**config.mk**
```make
export PLATFORM = sky130hd
export DESIGN_NAME = packetizer_2
export DESIGN_NICKNAME = d
export VERILOG_FILES = /design/src/rtl/packetizer_2.sv
export SDC_FILE = /design/constraint.sdc
export NUM_CORES = 1
export LEC_CHECK = 0
export CAP_MARGIN = 20
export CORE_MARGIN = 3
export CORE_UTILIZATION = 45
export DETAILED_ROUTE_END_ITERATION = 16
export DONT_BUFFER_PORTS = 1
export GPL_TIMING_DRIVEN = 0
export HOLD_SLACK_MARGIN = 0.05
export PLACE_DENSITY_LB_ADDON = 0.1
export SYNTH_ARGS = -nofsm -noshare
export SYNTH_HDL_FRONTEND = slang
export SYNTH_SLANG_ARGS = --single-unit
export TNS_END_PERCENT = 20
```
**constraint.sdc**
```tcl
create_clock -name clk -period 2.45 [get_ports clk]
set_clock_uncertainty 0.05 [all_clocks]
set_input_delay 0.49 -clock clk [delete_from_list [all_inputs] [get_ports clk]]
set_output_delay 0.49 -clock clk [all_outputs]
set_load 0.1 [all_outputs]
```
**src/rtl/packetizer_2.sv**
```systemverilog
// Two-flit packetizer: wraps a payload with routing fields into head/tail flits
// and buffers it in a two-entry skid buffer so ready_out can be a register.
module packetizer_2 #(
  parameter int WIDTH_PKT        = 36,
  parameter int WIDTH_DATA       = 12,
  parameter int VC_ADDRESS_WIDTH = 1,
  parameter int ADDRESS_WIDTH    = 4
) (
  input  logic                        clk,
  input  logic                        rst,
  input  logic [WIDTH_DATA-1:0]       data_in,
  input  logic [ADDRESS_WIDTH-1:0]    dest_in,
  input  logic [VC_ADDRESS_WIDTH-1:0] vc_in,
  input  logic                        valid_in,
  output logic                        ready_out,
  output logic [WIDTH_PKT-1:0]        data_out,
  output logic                        valid_out,
  input  logic                        ready_in,
  output logic [15:0]                 pkt_count
);

  localparam int WIDTH_FLIT     = WIDTH_PKT / 2;
  localparam int WIDTH_DATA_IDL = WIDTH_PKT - 6 - 2*VC_ADDRESS_WIDTH - ADDRESS_WIDTH;
  localparam int EXTRA_BITS     = WIDTH_DATA_IDL - WIDTH_DATA;
  localparam int HEAD_DATA      = WIDTH_FLIT - 3 - VC_ADDRESS_WIDTH - ADDRESS_WIDTH;
  localparam int TAIL_DATA      = WIDTH_FLIT - 3 - VC_ADDRESS_WIDTH;

  if (EXTRA_BITS < 0) begin : g_width_check
    $error("packetizer_2: WIDTH_DATA exceeds the payload capacity of one packet");
  end

  logic [WIDTH_DATA_IDL-1:0] full_data;
  logic [WIDTH_FLIT-1:0]     head_flit;
  logic [WIDTH_FLIT-1:0]     tail_flit;
  logic [WIDTH_PKT-1:0]      pkt_new;

  // Payload is MSB-aligned; the unused low bits of the tail are zero.
  assign full_data = WIDTH_DATA_IDL'(data_in) << EXTRA_BITS;
  assign head_flit = {1'b1, 1'b1, 1'b0, vc_in, dest_in,
                      full_data[WIDTH_DATA_IDL-1 -: HEAD_DATA]};
  assign tail_flit = {1'b1, 1'b0, 1'b1, vc_in, full_data[TAIL_DATA-1:0]};
  assign pkt_new   = {head_flit, tail_flit};

  logic [WIDTH_PKT-1:0] main_q, main_d;
  logic [WIDTH_PKT-1:0] skid_q, skid_d;
  logic                 main_vld_q, main_vld_d;
  logic                 skid_vld_q, skid_vld_d;
  logic                 ready_q;
  logic [15:0]          cnt_q, cnt_d;
  logic                 accept;
  logic                 deliver;

  assign accept  = valid_in && ready_q;
  assign deliver = main_vld_q && ready_in;

  always_comb begin
    main_d     = main_q;
    main_vld_d = main_vld_q;
    skid_d     = skid_q;
    skid_vld_d = skid_vld_q;
    cnt_d      = cnt_q;
    if (deliver) begin
      cnt_d = cnt_q + 16'd1;
      if (skid_vld_q) begin
        // ready_q is low whenever the skid is occupied, so no accept here.
        main_d     = skid_q;
        skid_d     = '0;
        skid_vld_d = 1'b0;
      end else if (accept) begin
        main_d = pkt_new;
      end else begin
        main_d     = '0;
        main_vld_d = 1'b0;
      end
    end else if (accept) begin
      if (!main_vld_q) begin
        main_d     = pkt_new;
        main_vld_d = 1'b1;
      end else begin
        skid_d     = pkt_new;
        skid_vld_d = 1'b1;
      end
    end
  end

  always_ff @(posedge clk) begin
    if (rst) begin
      main_q     <= '0;
      main_vld_q <= 1'b0;
      skid_q     <= '0;
      skid_vld_q <= 1'b0;
      ready_q    <= 1'b1;
      cnt_q      <= '0;
    end else begin
      main_q     <= main_d;
      main_vld_q <= main_vld_d;
      skid_q     <= skid_d;
      skid_vld_q <= skid_vld_d;
      ready_q    <= !skid_vld_d;
      cnt_q      <= cnt_d;
    end
  end

  assign ready_out = ready_q;
  assign data_out  = main_q;
  assign valid_out = main_vld_q;
  assign pkt_count = cnt_q;

endmodule

```
==> flow_summary_export.csv, run 1 <==
group,metric,value,unit
timing,setup_ws,116,ps
final_layout,drive_above_1_share,12.5,%
routing,num_vias,2235,
clocking,cts_root_buffer,"clkbuf_8",
setup_path,worstPathRequired,1910,ps
yosys,ys.flop_type,"dfxtp_1",
clocking,ctsHoldBuffers,0,
power_and_ir_drop,peakVddDrop,0.416,mV
timing,rsz0062_at_grt,"no",
floorplan,core,5570,um^2
grt,grt_max_degree,16,
timing,period_minus_slack,2330,ps
routing,routed_wl,6120,um
final_layout,area_growth_syn_to_layout,9.88,%
power_and_ir_drop,p_int,1.30,mW
clocking,post-cts-setup-buffers,0,
grt,grt_pass1_wl,9290,um
power_and_ir_drop,power.density,750,nW/um^2
floorplan,dieArea,6740,um^2
floorplan,ios,75,
final_layout,final_util,51.4,%
yosys,avgSynthCellArea,8.10,um^2
power_and_ir_drop,p_sw,0.850,mW
setup_path,worstSetupStartpointType,"flip-flop",
yosys,synth-seq-cells,55,
routing,detail_route.vias_per_cell,5.39,
routing,drc,0,
yosys,syn_inst,322,
clocking,numCtsBuffers,5,
final_layout,fin_nets,364,
yosys,synth_seq_area_share,42.2,%
setup_path,path_buf_inv,1,
clocking,h-tree-depth,2,
setup_path,slowest_delay,1040,ps
placed_design,gp_congestion,0.738,
timing,tightestPinTransition,1120,ps
outcome,status,"finished clean",
grt,gr-total-overflow,0,
timing,fin_crit_sh,95.3,%
clocking,cts_max_path_buffers,2,
placed_design,pre_cts_ws,-297,ps
floorplan,rows,27,
placed_design,io_buffers,0,
routing,wl_per_cell,14.7,um
setup_path,cp_cell_sequence,"buf_4",
power_and_ir_drop,combPwrFrac,17.4,%
yosys,yosys.area.top_type,"dfxtp_1",
setup_path,cpLargestDelayFamily,"flip-flops",
run,drv_cap,0,
floorplan,die_w,82.1,um
placed_design,dp_hpwl,4420,um
final_layout,fin_area,2870,um^2
setup_path,cpMaxStageDelayCell,"dfxtp_1",
power_and_ir_drop,switching_share,39.6,%
yosys,synth_edf_count,0,
clocking,cts.sinks,55,
power_and_ir_drop,pwr-share-seq,56.8,%
power_and_ir_drop,leakage,1.01,nW
routing,drt-initial-drc-count,155,
placed_design,placed_area,2750,um^2
setup_path,worst_setup_path_end_kind,"output port",
clocking,tritoncts,"built",
setup_path,ff2ff_setup_slack,190,ps
clocking,post_cts_resized,9,
yosys,yosys.area.top_type_share,42.2,%
power_and_ir_drop,power_frac_clock,25.8,%
yosys,async_flop_share,0,%
grt,grt.total_usage,18.0,%
clocking,clock_latency,310,ps
floorplan,initial_core_util,46.8,%
grt,grt_pass1_vias,1833,
setup_path,crit_type,"flip-flop to output port",
timing,finalSetupViolations,0,
yosys,ys_types,32,
yosys,ys_top_cells_by_area,"dfxtp_1 42%, mux2i_1 6.5%, buf_4 5.2%",
grt,antenna_found_initial,0,
yosys,yosysWarnings,0,
final_layout,antenna_cells,0,
timing,hold_violations,0,
floorplan,die_height,82.1,um
timing,max_slew_margin,25.4,%
routing,drtPass1Iterations,4,
timing,maxSlewViolCount,0,
setup_path,worstPathMaxFanout,6,
routing,ant_nets,0,
timing,max_freq,428,MHz
clocking,path_clk_slew,100,ps
yosys,syn_area,2610,um^2
setup_path,arrival,1790,ps
hold_path,min_path_type,"input pin to flip-flop",
power_and_ir_drop,total_power,2.15,mW
[cell families after synthesis]
group           synth area share (%)
simple gates                    22.5
compound gates                  15.6
flops                           42.2
buf+inv                         8.83
mux                             6.53
xor+xnor                        3.69
fa+ha+maj                      0.480
other cells                    0.144
[metal layers]
layer	track usage, %	wire length, um	up-vias
met5	0	0	-
met4	4.49	61	0
met3	5.64	440	5
met2	27.4	2810	53
met1	24.6	2800	1056
li1	-	-	1121
[power groups by stage]
stage,Clock [mW],Sequential (mW),Combinational (mW)
after floorplan,0,1.23,0.331
after global placement,0,1.24,0.371
after detailed placement,0,1.24,0.374
after CTS,0.561,1.22,0.376
after global routing,0.597,1.23,0.403
final,0.554,1.22,0.374
[path summary, 6_finish.rpt]
path / start / to / cells past startpoint
max: data_out[34] / data_out[34] / 1
min: dest_in[2] / skid_q[30] / 2
max reg2reg: pkt_count[2] / pkt_count[13] / 4
min reg2reg: skid_q[22] / skid_q[22] / 2
[cells in the mapped netlist, drive strengths merged (3+ instances only)]
library cell   n
a21oi         25
and2           3
buf           23
clkbuf        17
dfxtp         55
mux2i         17
nand2         30
nand3         21
nand4          6
nor2          30
nor3          24
o21a          18
o21ai         25
or3            4
xnor2         10
[flip-flops by register name, indices dropped and copies added, names as in the netlist]
signal / cells
valid_out: 1
pkt_count: 16
ready_out: 1
data_out: 18
skid_q: 18
skid_vld_q: 1
[layout make-up]
type                    instances  area, um^2
clock buffers                   8         100
multi-input cells             238        1330
inverters                       2        7.51
well taps                      72        90.1
flip-flops and latches         55        1120
plain buffers                  40         223
fillers                       564        2710
[cell usage in the layout (no fill, tap or decap)]
| cell | instances |
|---|---|
| nor2_1 | 30 |
| nand4_1 | 5 |
| buf_4 | 18 |
| dfxtp_4 | 2 |
| a221oi_1 | 1 |
| o21a_1 | 18 |
| nand4_2 | 1 |
| nand3_1 | 21 |
| dfxtp_1 | 44 |
| clkbuf_1 | 18 |
| ha_1 | 1 |
| dfxtp_2 | 9 |
| xnor2_1 | 10 |
| o21ai_1 | 2 |
| and3b_1 | 1 |
| or3_2 | 1 |
| nor4_1 | 2 |
| buf_2 | 4 |
| o21ai_0 | 23 |
| o211ai_1 | 1 |
| clkbuf_8 | 7 |
| conb_1 | 14 |
| buf_1 | 1 |
| a21oi_1 | 25 |
| nor3_1 | 24 |
| or4_4 | 1 |
| xor2_1 | 1 |
| or3_1 | 3 |
| inv_1 | 2 |
| mux2i_1 | 17 |
| nand2_1 | 30 |
| a31oi_1 | 1 |
| nand3b_1 | 1 |
| and2_1 | 3 |
| nor2b_1 | 1 |
[per-stage QoR]
stage	instances	hold WS, ps	TNS (ps)
floorplan	335	382	0
global placement	407	388	-4100
detailed placement	407	393	-4610
CTS	415	264	0
global route	415	255	0
finish	415	262	0
(Power assumes the default switching activity.)
==> run 2: changes to the inputs <==
--- a/config.mk
+++ b/config.mk
@@ -6,6 +6,8 @@
 export NUM_CORES = 1
 export LEC_CHECK = 0
 export CAP_MARGIN = 20
+export CELL_PAD_IN_SITES_DETAIL_PLACEMENT = 1
+export CELL_PAD_IN_SITES_GLOBAL_PLACEMENT = 1
 export CORE_MARGIN = 3
 export CORE_UTILIZATION = 45
 export DETAILED_ROUTE_END_ITERATION = 16
==> run 2 against run 1 <==
Effect of this change: flip-flop and latch count unchanged; power shrank 1.8%; sequential share of layout area rose by 0.14 points; combinational power increased by 1%; clock power down 8.3%; design area decreased by 0.57%; via count rose by 2.7%; critical endpoint unchanged; largest cell class unchanged; setup slack worse by 10 ps; non-clock buffer count stayed put; register-to-register slack got worse by 20 ps; global-route usage increased by 3.4 points; count of clock-buffer cells in the layout fell by 2.
==> flow_summary_export.csv, run 2 (synthesized netlist as in run 1, its figures left out) <==
group,metric,value,unit
placed_design,dp_hpwl,5050,um
clocking,h-tree-depth,2,
final_layout,area_growth_syn_to_layout,9.26,%
run,drv_cap,0,
placed_design,placed_cells,407,
setup_path,cpLargestDelayFamily,"flip-flops",
timing,rsz0062_at_grt,"no",
grt,antenna_found_initial,0,
floorplan,ios,75,
timing,finalSetupViolations,0,
power_and_ir_drop,switching_share,41.2,%
final_layout,multiInputGateArea,1330,um^2
floorplan,die_w,82.1,um
power_and_ir_drop,p_int,1.24,mW
setup_path,cpMaxStageDelayCell,"dfxtp_1",
power_and_ir_drop,leakage,1.01,nW
setup_path,path_buf_inv,1,
grt,grt.total_usage,21.4,%
setup_path,worstPathMaxFanout,6,
clocking,ctsHoldBuffers,0,
clocking,cts_root_buffer,"clkbuf_8",
placed_design,pre_cts_ws,-421,ps
routing,drc,0,
clocking,tritoncts,"built",
grt,gr-total-overflow,0,
final_layout,antenna_cells,0,
final_layout,ff_latch_area,1120,um^2
routing,num_vias,2296,
final_layout,drive_above_1_share,12.8,%
setup_path,worstSetupStartpointType,"flip-flop",
setup_path,slowest_delay,1040,ps
clocking,cts_max_path_buffers,2,
placed_design,placed_area,2750,um^2
routing,wl_per_cell,16.5,um
timing,maxSlewViolCount,0,
timing,setup_ws,106,ps
hold_path,min_path_type,"input pin to flip-flop",
timing,max_freq,427,MHz
power_and_ir_drop,power.density,741,nW/um^2
final_layout,final_cell_mix,"44 x dfxtp_1, 30 x nand2_1, 30 x nor2_1",
grt,grt_max_degree,17,
timing,period_minus_slack,2340,ps
setup_path,crit_type,"flip-flop to output port",
floorplan,core,5570,um^2
routing,drt-initial-drc-count,116,
clocking,clock_latency,320,ps
final_layout,final_common_cell,"dfxtp_1",
placed_design,gp_congestion,0.737,
final_layout,finalNonFillerCells,415,
routing,detail_route.vias_per_cell,5.53,
timing,holdWs,257,ps
timing,tightestPinTransition,1150,ps
floorplan,die_height,82.1,um
routing,ant_nets,0,
setup_path,worstPathRequired,1910,ps
grt,grt_pass1_vias,2378,
setup_path,cp_cell_sequence,"buf_4",
clocking,path_clk_slew,100,ps
setup_path,ff2ff_setup_slack,170,ps
routing,routed_wl,6860,um
clocking,numCtsBuffers,5,
power_and_ir_drop,pwr-share-seq,57.9,%
routing,drtPass1Iterations,4,
outcome,status,"finished clean",
power_and_ir_drop,combPwrFrac,18.0,%
timing,hold_violations,0,
setup_path,arrival,1800,ps
final_layout,fin_nets,364,
power_and_ir_drop,total_power,2.11,mW
timing,fin_crit_sh,95.7,%
power_and_ir_drop,p_sw,0.869,mW
final_layout,nFillCells,728,
final_layout,fin_area,2850,um^2
clocking,cts.sinks,55,
floorplan,dieArea,6740,um^2
floorplan,initial_core_util,46.8,%
power_and_ir_drop,power_frac_clock,24.1,%
setup_path,worst_setup_path_end_kind,"output port",
grt,grt_pass1_wl,11100,um
timing,max_slew_margin,23.4,%
power_and_ir_drop,peakVddDrop,0.382,mV
floorplan,rows,27,
placed_design,io_buffers,0,
run 2: cell count changes in the layout (fill, tap and decap cells not counted):
cell and change:
clkbuf_8 -2, clkbuf_1 -1, clkbuf_2 +1, clkinv_2 +1, clkinvlp_4 +1, dfxtp_2 +1
dfxtp_4 -1
run 2: power groups by stage:
stage	Clock (mW)	Combinational (mW)	Sequential, mW
after CTS	0.516	0.382	1.22
after global routing	0.560	0.414	1.23
after detailed placement	0	0.381	1.24
after global placement	0	0.372	1.24
after floorplan	0	0.331	1.23
final	0.508	0.379	1.22
run 2: metrics by stage:
stage / TNS (ps) / util, %
2_1_floorplan: 0 / -
3_3_place_gp: -4320 / 49.3
3_5_place_dp: -5690 / 49.3
4_1_cts: 0 / 51.0
5_1_grt: 0 / 51.1
6_report: 0 / 51.1
run 2: final cells by class:
| class | instances | area share, % |
|---|---|---|
| clock inverters | 2 | 0.439 |
| clock buffers | 6 | 2.55 |
| inverters | 2 | 0.264 |
| flip-flops and latches | 55 | 39.2 |
| plain buffers | 40 | 7.86 |
| well taps | 72 | 3.16 |
| multi-input cells | 238 | 46.5 |
run 2: path summary, 6_finish.rpt:
path / startpoint / end / depth (start not counted)
setup / recovery: data_out[34] / data_out[34] / 1
hold / removal: data_in[7] / skid_q[23] / 2
setup reg to reg: pkt_count[2] / pkt_count[15] / 4
hold reg to reg: skid_q[25] / skid_q[25] / 2
run 2: what timing repair did:
item                                    CTS  global route
resized for setup                         9             3
hold endpoints to repair                  0             0
setup buffers                             0             0
gates cloned                              0             0
endpoints found under the setup margin   28            10
run 2: metal layers:
metal / part of all wire [%] / global-route usage (%) / routed length (um) / up-vias
li1: - / - / - / 1123
met1: 42 / 23.8 / 2860 / 1119
met2: 52 / 38.8 / 3550 / 45
met3: 5.0 / 5.75 / 345 / 9
met4: 1.5 / 7.97 / 102 / 0
met5: 0 / 0 / 0 / -
==> run 3: changes to the inputs <==
--- a/config.mk
+++ b/config.mk
@@ -9,10 +9,9 @@
 export CELL_PAD_IN_SITES_DETAIL_PLACEMENT = 1
 export CELL_PAD_IN_SITES_GLOBAL_PLACEMENT = 1
 export CORE_MARGIN = 3
-export CORE_UTILIZATION = 45
+export CORE_UTILIZATION = 41
 export DETAILED_ROUTE_END_ITERATION = 16
 export DONT_BUFFER_PORTS = 1
-export GPL_TIMING_DRIVEN = 0
 export HOLD_SLACK_MARGIN = 0.05
 export PLACE_DENSITY_LB_ADDON = 0.1
 export SYNTH_ARGS = -nofsm -noshare
==> constraint.sdc (replaced) <==
create_clock -name clk -period 1.93 [get_ports clk]
set_clock_uncertainty 0.05 [all_clocks]
set_input_delay 0.386 -clock clk [delete_from_list [all_inputs] [get_ports clk]]
set_output_delay 0.386 -clock clk [all_outputs]
set_load 0.1 [all_outputs]
==> run 3 against run 2 <==
Effect of this change: first-iteration DRC count fell by 17%; count of clock-buffer cells in the layout rose by 1; via count rose by 0.65%; clock power rose by 47%; cell count rose by 2.7%; setup slack improved by 160 ps; critical path depth rose by 5; register-to-register slack improved by 90 ps; sequential share of layout area fell by 2.0 points; hold slack got worse by 170 ps; sequential power barely moved.
==> flow_summary_export.csv, run 3 (synthesized netlist as in run 1, its figures left out) <==
group,metric,value,unit
placed_design,dp_hpwl,4660,um
power_and_ir_drop,peakVddDrop,0.419,mV
hold_path,hp-start,"rst",
floorplan,ios,75,
power_and_ir_drop,total_power,2.80,mW
final_layout,drive_above_1_share,21.1,%
outcome,status,"finished clean",
setup_path,r2r_cells,6,
setup_path,worstSetupStartpointType,"flip-flop",
clocking,cts_max_path_buffers,2,
final_layout,final_util,51.2,%
placed_design,gp_congestion,0.786,
timing,max_slew_margin,58.5,%
routing,drc,0,
setup_path,worst_setup_path_end_kind,"flip-flop",
hold_path,whs_endpoint,"valid_out",
routing,ant_nets,0,
timing,max_freq,599,MHz
grt,gr-total-overflow,0,
final_layout,area_growth_syn_to_layout,18.3,%
placed_design,io_buffers,0,
run,drv_cap,0,
power_and_ir_drop,power.density,906,nW/um^2
placed_design,placed_cells,418,
timing,period_minus_slack,1670,ps
final_layout,fin_area,3080,um^2
clocking,tritoncts,"built",
grt,grt_pass1_vias,2306,
floorplan,initial_core_util,43.3,%
routing,detail_route.vias_per_cell,5.42,
routing,routed_wl,6740,um
floorplan,core,6030,um^2
final_layout,finalNonFillerCells,426,
routing,drtPass1Iterations,4,
final_layout,nFillCells,746,
floorplan,rows,28,
grt,grt_pass1_wl,11300,um
setup_path,cpMaxStageDelayCell,"dfxtp_1",
final_layout,final_cell_mix,"45 x buf_4, 40 x dfxtp_1, 30 x nand2_1, 30 x nor2_1, 25 x a21oi_1",
setup_path,arrival,1850,ps
setup_path,slowest_delay,340,ps
grt,antenna_found_initial,0,
hold_path,min_path_type,"input pin to flip-flop",
setup_path,crit_start,"skid_vld_q",
timing,tightestPinTransition,619,ps
timing,rsz0062_at_grt,"no",
final_layout,antenna_cells,0,
clocking,numCtsBuffers,5,
clocking,path_clk_slew,100,ps
setup_path,worstPathRequired,2120,ps
final_layout,fin_nets,372,
floorplan,die_height,85.8,um
timing,hold_violations,0,
timing,fin_crit_sh,86.4,%
setup_path,critPathMostFrequentCell,"buf_4",
setup_path,reg2reg_from,"skid_vld_q",
clocking,post_cts_resized,0,
clocking,ctsHoldBuffers,0,
clocking,cts.sinks,55,
clocking,clock_latency,300,ps
timing,fin_tns_setup,0,ps
setup_path,crit_type,"flip-flop to flip-flop",
grt,grt.total_usage,19.0,%
timing,maxSlewViolCount,0,
setup_path,worstPathMaxFanout,23,
power_and_ir_drop,leakage,1.15,nW
routing,num_vias,2311,
routing,drt-initial-drc-count,96,
final_layout,final_common_cell,"buf_4",
clocking,cts_root_buffer,"clkbuf_8",
hold_path,holdPathStages,1,
clocking,h-tree-depth,2,
clocking,post-cts-setup-buffers,0,
floorplan,dieArea,7350,um^2
timing,finalSetupViolations,0,
floorplan,die_w,85.8,um
routing,wl_per_cell,15.8,um
placed_design,placed_area,2970,um^2
grt,grt_max_degree,55,
setup_path,rr_endpoint,"skid_q[26]",
setup_path,cp_cell_sequence,"buf_4 > and2_1 > o21a_1 > buf_4 > nand3_1 > a21oi_1",
setup_path,ff2ff_setup_slack,260,ps
## run 3: report_power, final
part | internal (mW) | switching (mW) | total (mW) | leakage [nW]
sequential | 1.18 | 0.0260 | 1.21 | 0.458
combinational | 0.175 | 0.666 | 0.841 | 0.631
clock | 0.369 | 0.379 | 0.748 | 0.0594
## run 3: routing by layer
metal  GRT usage, %  wire [um]
met1           22.4       2820
met2           33.5       3400
met3           6.05        466
met4           4.60         57
met5              0          0
## run 3: final cells by class
cell class / instances / area (um^2) / area share [%]
Multi-Input combinational cell: 238 / 1330 / 43.0
Sequential cell: 55 / 1150 / 37.2
Timing Repair Buffer: 48 / 398 / 12.9
Clock buffer: 7 / 108 / 3.49
Tap cell: 75 / 93.8 / 3.04
Inverter: 2 / 7.51 / 0.243
Clock inverter: 1 / 5.00 / 0.162
## run 3: per-stage QoR
| step | setup slack, ps | hold WS [ps] |
|---|---|---|
| floorplan | 61.8 | 382 |
| global placement | 274 | 382 |
| detailed placement | 195 | 391 |
| CTS | 237 | 72.4 |
| global route | 109 | 66.6 |
| finish | 262 | 89.6 |
## run 3: worst max-delay path, delay by kind of cell (launching register included)
family                 cells  cell delay, ps
AOI/OAI and AO/OA          2             310
and+or+nand+nor            2             310
buffers and inverters      2             570
DFF                        1             340
## run 3: worst max-delay path by stage
stage / endpoint / slack (ps) / cells past startpoint
after floorplan: pkt_count[13] / 60 / 4
after global placement: data_out[25] / 270 / 5
after detailed placement: data_out[31] / 190 / 5
after CTS: pkt_count[12] / 240 / 5
after global routing: data_out[23] / 110 / 5
final: skid_q[26] / 260 / 6
